## src/rtl/pulse_seq_multi.sv

```systemverilog
// N-channel pulse-train sequencer with scope sync, receiver blocking window and attenuator
// control. Settings are double-buffered and become active only at the period wrap.
module pulse_seq_multi #(
    parameter int NCH     = 4,
    parameter int CW      = 32,
    parameter int TW      = 16,
    parameter int RW      = 8,
    parameter int AW      = 7,
    parameter int ATT_OFF = 6,
    parameter int PER_RST = 10000
) (
    input  logic              clk,
    input  logic              reset,
    input  logic [CW-1:0]     per,
    input  logic [NCH*TW-1:0] ch_start,
    input  logic [NCH*TW-1:0] ch_width,
    input  logic [NCH*TW-1:0] ch_space,
    input  logic [NCH*RW-1:0] ch_rep,
    input  logic [TW-1:0]     sync_len,
    input  logic [TW-1:0]     blk_gap,
    input  logic [TW-1:0]     blk_len,
    input  logic              bl_en,
    input  logic              cw_mode,
    input  logic [AW-1:0]     pr_att,
    input  logic              load,
    output logic              frame_start,
    output logic [NCH-1:0]    ch_out,
    output logic              sync_out,
    output logic              block_out,
    output logic [AW-1:0]     att_out,
    output logic              pending
);
    localparam int EW  = CW + 1;
    localparam int AW1 = AW + 1;

    typedef enum logic [2:0] {IDLE, WAIT, HIGH, GAP, DONE} ch_state_t;

    // Edge values are one bit wider than the counter; all-ones can never equal a count.
    function automatic logic [EW-1:0] sat_add(input logic [EW-1:0] a, input logic [EW-1:0] b);
        logic [EW:0] s;
        s = {1'b0, a} + {1'b0, b};
        return s[EW] ? '1 : s[EW-1:0];
    endfunction

    function automatic logic [AW-1:0] att_sat(input logic [AW-1:0] a);
        logic [AW:0] s;
        s = {1'b0, a} + AW1'(ATT_OFF);
        return s[AW] ? '1 : s[AW-1:0];
    endfunction

    logic [CW-1:0]     sh_per, ac_per;
    logic [NCH*TW-1:0] sh_start, sh_width, sh_space, ac_start, ac_width, ac_space;
    logic [NCH*RW-1:0] sh_rep, ac_rep;
    logic [TW-1:0]     sh_sync, sh_gap, sh_len, ac_sync, ac_gap, ac_len;
    logic              sh_bl, sh_cw, ac_bl, ac_cw;
    logic [AW-1:0]     sh_att, ac_att;

    logic [CW-1:0] cnt_p0;
    logic [EW-1:0] c_x;
    logic          wrap, apply;

    assign wrap  = (cnt_p0 == ac_per - CW'(1));
    assign apply = wrap & pending;
    assign c_x   = {1'b0, cnt_p0};

    always_ff @(posedge clk) begin
        if (load) begin
            sh_per   <= (per < CW'(2)) ? CW'(2) : per;
            sh_start <= ch_start;
            sh_width <= ch_width;
            sh_space <= ch_space;
            sh_rep   <= ch_rep;
            sh_sync  <= sync_len;
            sh_gap   <= blk_gap;
            sh_len   <= blk_len;
            sh_bl    <= bl_en;
            sh_cw    <= cw_mode;
            sh_att   <= pr_att;
        end
    end

    always_ff @(posedge clk) begin
        if (reset) begin
            ac_per  <= CW'(PER_RST);
            ac_rep  <= '0;
            ac_sync <= '0;
            ac_bl   <= 1'b0;
            ac_cw   <= 1'b0;
            ac_att  <= pr_att;
            pending <= 1'b0;
            cnt_p0  <= '0;
        end else begin
            if (apply) begin
                ac_per   <= sh_per;
                ac_start <= sh_start;
                ac_width <= sh_width;
                ac_space <= sh_space;
                ac_rep   <= sh_rep;
                ac_sync  <= sh_sync;
                ac_gap   <= sh_gap;
                ac_len   <= sh_len;
                ac_bl    <= sh_bl;
                ac_cw    <= sh_cw;
                ac_att   <= sh_att;
            end
            pending <= load | (pending & ~wrap);
            cnt_p0  <= wrap ? '0 : cnt_p0 + CW'(1);
        end
    end

    // ---- stage p0 -> p1: per-channel pulse FSMs evaluated for counter value cnt_p0
    logic [NCH-1:0] hi_p1;
    logic [EW-1:0]  ee0_p1;
    logic [RW-1:0]  n0_p1;

    for (genvar k = 0; k < NCH; k++) begin : g_ch
        ch_state_t     st_p1, st_n;
        logic [EW-1:0] ns_p1, ns_n, ee_p1, ee_n;
        logic [RW-1:0] n_p1, n_n, rep_k;
        logic [EW-1:0] start_x, width_x, space_x;

        assign rep_k   = ac_rep[k*RW +: RW];
        assign start_x = EW'(ac_start[k*TW +: TW]);
        assign width_x = EW'(ac_width[k*TW +: TW]);
        assign space_x = EW'(ac_space[k*TW +: TW]);

        always_comb begin
            st_n = st_p1;
            ns_n = ns_p1;
            ee_n = ee_p1;
            n_n  = n_p1;
            if (cnt_p0 == '0) begin
                ns_n = start_x;
                ee_n = '1;
                n_n  = '0;
                st_n = (rep_k == '0 || width_x == '0) ? DONE : WAIT;
            end
            if (st_n == HIGH && c_x == ee_n)
                st_n = (n_n == rep_k) ? DONE : GAP;
            // A start coinciding with an end wins, so overlapping pulses merge without a gap.
            if ((st_n == WAIT || st_n == GAP || st_n == HIGH) && n_n != rep_k && c_x == ns_n) begin
                st_n = HIGH;
                ee_n = sat_add(ns_n, width_x);
                ns_n = sat_add(ns_n, space_x);
                n_n  = (space_x == '0) ? rep_k : n_n + RW'(1);
            end
        end

        always_ff @(posedge clk) begin
            if (reset) st_p1 <= IDLE;
            else       st_p1 <= st_n;
            ns_p1 <= ns_n;
            ee_p1 <= ee_n;
            n_p1  <= n_n;
        end

        assign hi_p1[k] = (st_p1 == HIGH);

        if (k == 0) begin : g_ch0
            assign ee0_p1 = ee_p1;
            assign n0_p1  = n_p1;
        end
    end

    // Blocking window: armed each period, latched once channel 0 has issued its last pulse.
    logic [EW-1:0] ws_p1, ws_n, we_p1, we_n;
    logic          bopen_p1, bopen_n, arm_p1, arm_n;

    always_comb begin
        ws_n    = ws_p1;
        we_n    = we_p1;
        bopen_n = bopen_p1;
        arm_n   = arm_p1;
        if (cnt_p0 == '0) begin
            ws_n    = '1;
            we_n    = '1;
            bopen_n = 1'b0;
            arm_n   = 1'b1;
        end else if (arm_p1 && hi_p1[0] && n0_p1 == ac_rep[RW-1:0]) begin
            ws_n  = sat_add(ee0_p1, EW'(ac_gap));
            we_n  = sat_add(ws_n, EW'(ac_len));
            arm_n = 1'b0;
        end
        if (c_x == ws_n) bopen_n = 1'b1;
        if (c_x == we_n) bopen_n = 1'b0;
    end

    logic          vld_p1, sync_p1, frame_p1, cw_p1, bl_p1;
    logic [AW-1:0] att_p1;

    always_ff @(posedge clk) begin
        if (reset) begin
            vld_p1   <= 1'b0;
            bopen_p1 <= 1'b0;
            arm_p1   <= 1'b0;
        end else begin
            vld_p1   <= 1'b1;
            bopen_p1 <= bopen_n;
            arm_p1   <= arm_n;
        end
        ws_p1    <= ws_n;
        we_p1    <= we_n;
        sync_p1  <= (c_x < EW'(ac_sync));
        frame_p1 <= (cnt_p0 == '0);
        cw_p1    <= ac_cw;
        bl_p1    <= ac_bl;
        att_p1   <= ac_att;
    end

    // ---- stage p1 -> p2: output registers
    always_ff @(posedge clk) begin
        if (reset || !vld_p1) begin
            frame_start <= 1'b0;
            ch_out      <= '0;
            sync_out    <= 1'b0;
            block_out   <= 1'b1;
            att_out     <= pr_att;
        end else begin
            frame_start <= frame_p1;
            sync_out    <= sync_p1;
            if (cw_p1) begin
                ch_out    <= NCH'(1);
                block_out <= 1'b0;
                att_out   <= att_p1;
            end else begin
                ch_out    <= hi_p1;
                block_out <= ~(bl_p1 & bopen_p1);
                att_out   <= (|hi_p1) ? att_sat(att_p1) : att_p1;
            end
        end
    end
endmodule

```

## config.mk

```make
export PLATFORM = sky130hd
export DESIGN_NAME = pulse_seq_multi
export DESIGN_NICKNAME = d
export VERILOG_FILES = /design/src/rtl/pulse_seq_multi.sv
export SDC_FILE = /design/constraint.sdc
export NUM_CORES = 2
export LEC_CHECK = 0
export BUFFER_PORTS_ARGS = -buffer_cell sky130_fd_sc_hd__buf_2
export CORE_MARGIN = 2
export CORE_UTILIZATION = 55
export CTS_BUF_LIST = sky130_fd_sc_hd__clkbuf_2
export CTS_CLUSTER_SIZE = 40
export DETAILED_ROUTE_END_ITERATION = 12
export HOLD_SLACK_MARGIN = 0.06
export PLACE_DENSITY_LB_ADDON = 0.05
export SLEW_MARGIN = 20
export SYNTH_ARGS = -nofsm -noshare
export SYNTH_HDL_FRONTEND = slang
export SYNTH_SLANG_ARGS = --single-unit
```

## constraint.sdc

```tcl
create_clock -name clk -period 18.3 [get_ports clk]
set_clock_uncertainty 0.05 [all_clocks]
set_input_delay 3.66 -clock clk [delete_from_list [all_inputs] [get_ports clk]]
set_output_delay 3.66 -clock clk [all_outputs]
set_load 0.005 [all_outputs]
```

**Word level (Yosys, flattened, before mapping)**

Index checks and enable logic that the tools add are counted.

- Output and inout port bits: 15
- Bits in registers: 1061
- Input bits: 316

- Mux-type cells: 75
- Reduce and logical (&&, ||, !) cells: 53
- Add/sub/neg operators: 17
- $lt $le $gt $ge: 2
- Equal/unequal tests: 40
- Bitwise logic cells: 7

Operators by type and width:

| kind | number |
|---|---|
| $mux 33 | 30 |
| $add 33x16->34 | 10 |
| $eq 32x33->1 | 10 |
| $logic_not 33->1 | 8 |
| $mux 8 | 12 |
| $eq 3x2->1 const B | 16 |
| $mux 3 | 16 |
| $mux 7 | 6 |
| $eq 8x8->1 | 5 |
| $add 32x1->32 const B | 1 |
| $add 8x1->8 const B | 4 |
| $eq 32x32->1 | 1 |
| $logic_not 32->1 | 1 |
| $logic_not 8->1 | 4 |
| $lt 32x16->1 | 1 |
| $lt 32x2->1 const B | 1 |
| $ne 8x8->1 | 4 |
| $sub 32x1->32 const B | 1 |
| $logic_and 1x1->1 | 14 |
| $reduce_or 2->1 | 7 |
| $logic_or 1x1->1 | 13 |
| $eq 3x1->1 const B | 4 |
| $add 7x3->8 const B | 1 |
| $mux 2 | 4 |
| 8 further kinds | 20 |

**Logic depth before layout (Yosys ltp)**

- Depth in word-level cells: 13
- Depth in mapped cells: 32
- Depth with buffers taken out: 25

**Worst setup path before layout**

No wires, ideal clock.

- Kind: input port to flip-flop
- Start point: in reset
- End point: reg ac_gap[0] (enable)
- Arrival time: 13.561 ns
- Slack: 3.877 ns
- Buffers on the path: 3
- Cell stages on the path: 4
- Data required time: 17.438 ns
- Cells stage by stage: clkbuf_1 -> clkbuf_1 -> clkbuf_1 -> nor2_1

- Cells in the longest elaborated chain, start to end: 2

RTL lines:

| item | RTL line | source |
|---|---|---|
| start: declaration | 13 | `input logic reset,` |
| $not 1->1 (no source line) | n/a |  |
| $reduce_and 2->1 (no source line) | n/a |  |
| end signal: assignment | 100 | `ac_gap <= sh_gap;` |
| end: declaration | 54 | `logic [TW-1:0] sh_sync, sh_gap, sh_len, ac_sync, ac_gap, ac_len;` |

Every way passes these cells.
A chain may end at the register's enable or synchronous reset.

**Worst setup path in the final report**

- Start point: reg cnt_p0[12]
- End point: reg g_ch[1].ns_p1[30]

- Cells in the longest elaborated chain, start to end: 11

RTL lines:

| item | RTL line | source |
|---|---|---|
| start: declaration | 58 | `logic [CW-1:0] cnt_p0;` |
| start signal: assignment | 107 | `cnt_p0 <= wrap ? '0 : cnt_p0 + CW'(1);` |
| branches (longest 10 deep; another with $add 33x16->34) | n/a |  |
| $mux 33 * | 141 | `if ((st_n == WAIT \|\| st_n == GAP \|\| st_n == HIGH) && n_n != rep_k && c_x == ns_n) begin` |
| via g_ch[1].ns_n[30] | 118 | `logic [EW-1:0] ns_p1, ns_n, ee_p1, ee_n;` |
| end signal: assignment | 152 | `ns_p1 <= ns_n;` |
| end: declaration | 118 |  |

Mark *: on every way through the listed nets, which the timed path passes.

==> results.ini <==
[status]
status=completed

[synthesis]
yosys_warnings=0
seq_area_frac_synth_pct=49.8
syn_nets=5976
syn_inst=5467
synth_area_per_cell_um2=9.80
synth_seq_cells=1061
ys.flop_type=edfxtp_1
synth_area_um2=53600
synth_edf_count=544
ys_types=89
async_flop_share_pct=0

[routing]
ant_nets=0
wl_per_cell_um=22.3
drtPass1Iterations=6
drc_errors=0
drt_iter0_drc=4506
avgViaCountPerCell=5.96
vias=43600
wl_mm=163

[clock_tree]
clkTransAtPathRegs_ns=0.10
hold_buffers=0
clockBufferDepth=4
cts_tree=done
post_cts_resized=0
htree_levels=5
clock-sinks=1061
cts_setup_buffers=0
clock_latency_ns=1.63
cts_buffers=293
clockRootBuffer=clkbuf_2

[power]
powerDensity_nw_per_um2=82.8
vdd_ir_drop_max_v=0.0000606
leakage_nw=23.0

[floorplanning]
initial_utilization_pct=55.5
ios=331
fp-row-count=114
die_area_um2=99900
die_y_um=316
die_w_um=316
core_um2=96600

[timing]
slew_headroom_pct=26.6
rsz0062_at_grt=false
finalSetupViolations=0
timing.fmax_mhz=135
finalCritPeriodShare_pct=40.6
tightest_slew_ns=1.09
hold_violations=0
final.setup.tns_ns=0
finalCriticalPeriod_ns=7.43
slew_violations=0

[layout]
final_cells=7317
fin_util_pct=60.7
nets=6340
layout_common_cells=edfxtp_1, dfxtp_1, nand2_1, nor2_1, clkbuf_2
drive_above_1_share_pct=15.2
layout_commonest_cell=edfxtp_1
area_growth_syn_to_layout_pct=9.39

[placed_design]
port_buffers=330
place.gp.congestion=0.984
dp.cells=6812
hpwl_mm=112

[global_routing]
gr-usage-met1_pct=45.3
met2_usage_pct=48.0
overflow=0
grt_pass1_wl_mm=244
grt_max_degree=136
antenna_found_initial=3
grt_busiest_layer=met2
met3_usage_pct=6.15
grt_pass1_vias=41100
track_usage_pct=32.0

[worst_setup_path]
crit_type=reg -> reg
worstPathRequired_ns=19.71
arrival_ns=8.84
crit_path_end_kind=flop
cp-start-kind=flop
path_max_fanout=135

[min_path]
hold_class=reg -> reg

[flow_run]
max_cap_violations=0

-- cell families (layout without fill, tap and decap cells) --
kind of cell,count (synthesis),after routing,share of synthesized area (%)
multiplexers,163,163,3.09
adder cells (fa/ha/maj),193,193,4.65
XOR/XNOR,552,552,9.03
AND/OR/NAND/NOR,1832,1832,16.5
other,0,12,0
buffers and inverters,540,1102,4.02
flip-flops,1061,1061,49.8
AO/OA/AOI/OAI,1126,1126,12.9
-- power breakdown --
| part | internal (mW) | switching [mW] | total (mW) | leakage (nW) |
|---|---|---|---|---|
| registers | 2.59 | 0.0289 | 2.62 | 9.35 |
| clock network | 0.674 | 0.986 | 1.66 | 1.97 |
| logic | 0.207 | 0.363 | 0.569 | 11.7 |
-- metal layers --
layer	part of all wire, %	vias to the layer above
met5	0	-
met4	3.9	0
met3	8.3	376
met2	43	1976
met1	44	20700
li1	-	20600
-- per-stage QoR --
| stage | setup WS [ns] | total power, mW | hold slack [ns] | area, um^2 |
|---|---|---|---|---|
| floorplan | 3.88 | 3.05 | 0.273 | 53600 |
| global placement | 11.10 | 3.23 | 0.274 | 56100 |
| detailed placement | 10.99 | 3.23 | 0.277 | 56100 |
| CTS | 11.02 | 4.89 | 0.277 | 58600 |
| global route | 10.17 | 5.09 | 0.303 | 58600 |
| finish | 10.87 | 4.85 | 0.291 | 58600 |
-- state kept, by name, indices dropped and copies added (netlist names), 33 cells and up --
| register | count |
|---|---|
| ws_p1 | 33 |
| sh_space | 64 |
| g_ch.ee_p1 | 99 |
| ee0_p1 | 33 |
| g_ch.ns_p1 | 132 |
| ac_start | 64 |
| we_p1 | 33 |
| ac_space | 64 |
| sh_start | 64 |
| sh_width | 64 |
| ac_width | 64 |
-- critical path: stages, from the launching register on --
cell and delay (ns):
dfxtp_1 0.30, buf_4 0.29, nor4_1 0.39, nand4_1 0.16
or3_4 0.61, clkinv_8 0.46, buf_4 0.73, nand2_1 0.13
nand2_1 0.18, ha_1 0.20, inv_1 0.06, fa_1 0.43
nor2b_1 0.12, o21ai_0 0.13, a21boi_0 0.28, o21ai_0 0.14
a21boi_0 0.29, o21ai_0 0.16, a21boi_0 0.27, o21ai_0 0.17
a211o_1 0.32, a21oi_1 0.17, o21bai_1 0.28, nor4_1 0.38
xnor2_1 0.17, nor2_1 0.06
-- cell type report --
type	count	area (um^2)
well taps	1276	1600
clock inverters	67	379
clock buffers	426	2130
fillers	8518	38000
flip-flops and latches	1061	26700
diodes	12	30.0
repair buffers	399	2190
multi-input cells	3866	24800
inverters	210	801
-- Yosys cell counts, types with 25 or more instances --
| library cell | n | area, um^2 |
|---|---|---|
| edfxtp_1 | 544 | 16300 |
| dfxtp_1 | 517 | 10300 |
| nand2_1 | 487 | 1830 |
| nor2_1 | 483 | 1810 |
| a21oi_1 | 383 | 1920 |
| xnor2_1 | 340 | 2980 |
| o21ai_0 | 269 | 1350 |
| clkbuf_1 | 228 | 856 |
| xor2_1 | 212 | 1860 |
| nor3_1 | 204 | 1020 |
| inv_1 | 198 | 743 |
| ha_1 | 183 | 2290 |
| nand3_1 | 152 | 761 |
| mux2i_1 | 146 | 1460 |
| nor4_1 | 97 | 607 |
| nand4_1 | 83 | 519 |
| o22ai_1 | 76 | 475 |
| and3_1 | 67 | 419 |
| buf_1 | 61 | 229 |
| nand2b_1 | 51 | 319 |
| a31oi_1 | 46 | 288 |
| o211ai_1 | 42 | 315 |
| a21o_1 | 39 | 293 |
| o31ai_1 | 32 | 240 |
| nor2b_1 | 31 | 194 |
| or3_1 | 30 | 188 |
| buf_2 | 26 | 130 |
| and2_1 | 25 | 156 |
-- path summary, 6_finish.rpt --
path,to,startpoint,depth (start not counted),slack (ns)
setup / recovery,g_ch[1].ns_p1[30]$_DFF_P_,cnt_p0[12]$_SDFF_PP0_,25,10.87
hold / removal,att_p1[4]$_DFF_P_,ac_att[4]$_DFFE_PP_,0,0.29
setup reg to reg,g_ch[1].ns_p1[30]$_DFF_P_,cnt_p0[12]$_SDFF_PP0_,25,10.87
hold reg to reg,att_p1[4]$_DFF_P_,ac_att[4]$_DFFE_PP_,0,0.29
No activity file was read; power rests on OpenSTA's default activity.
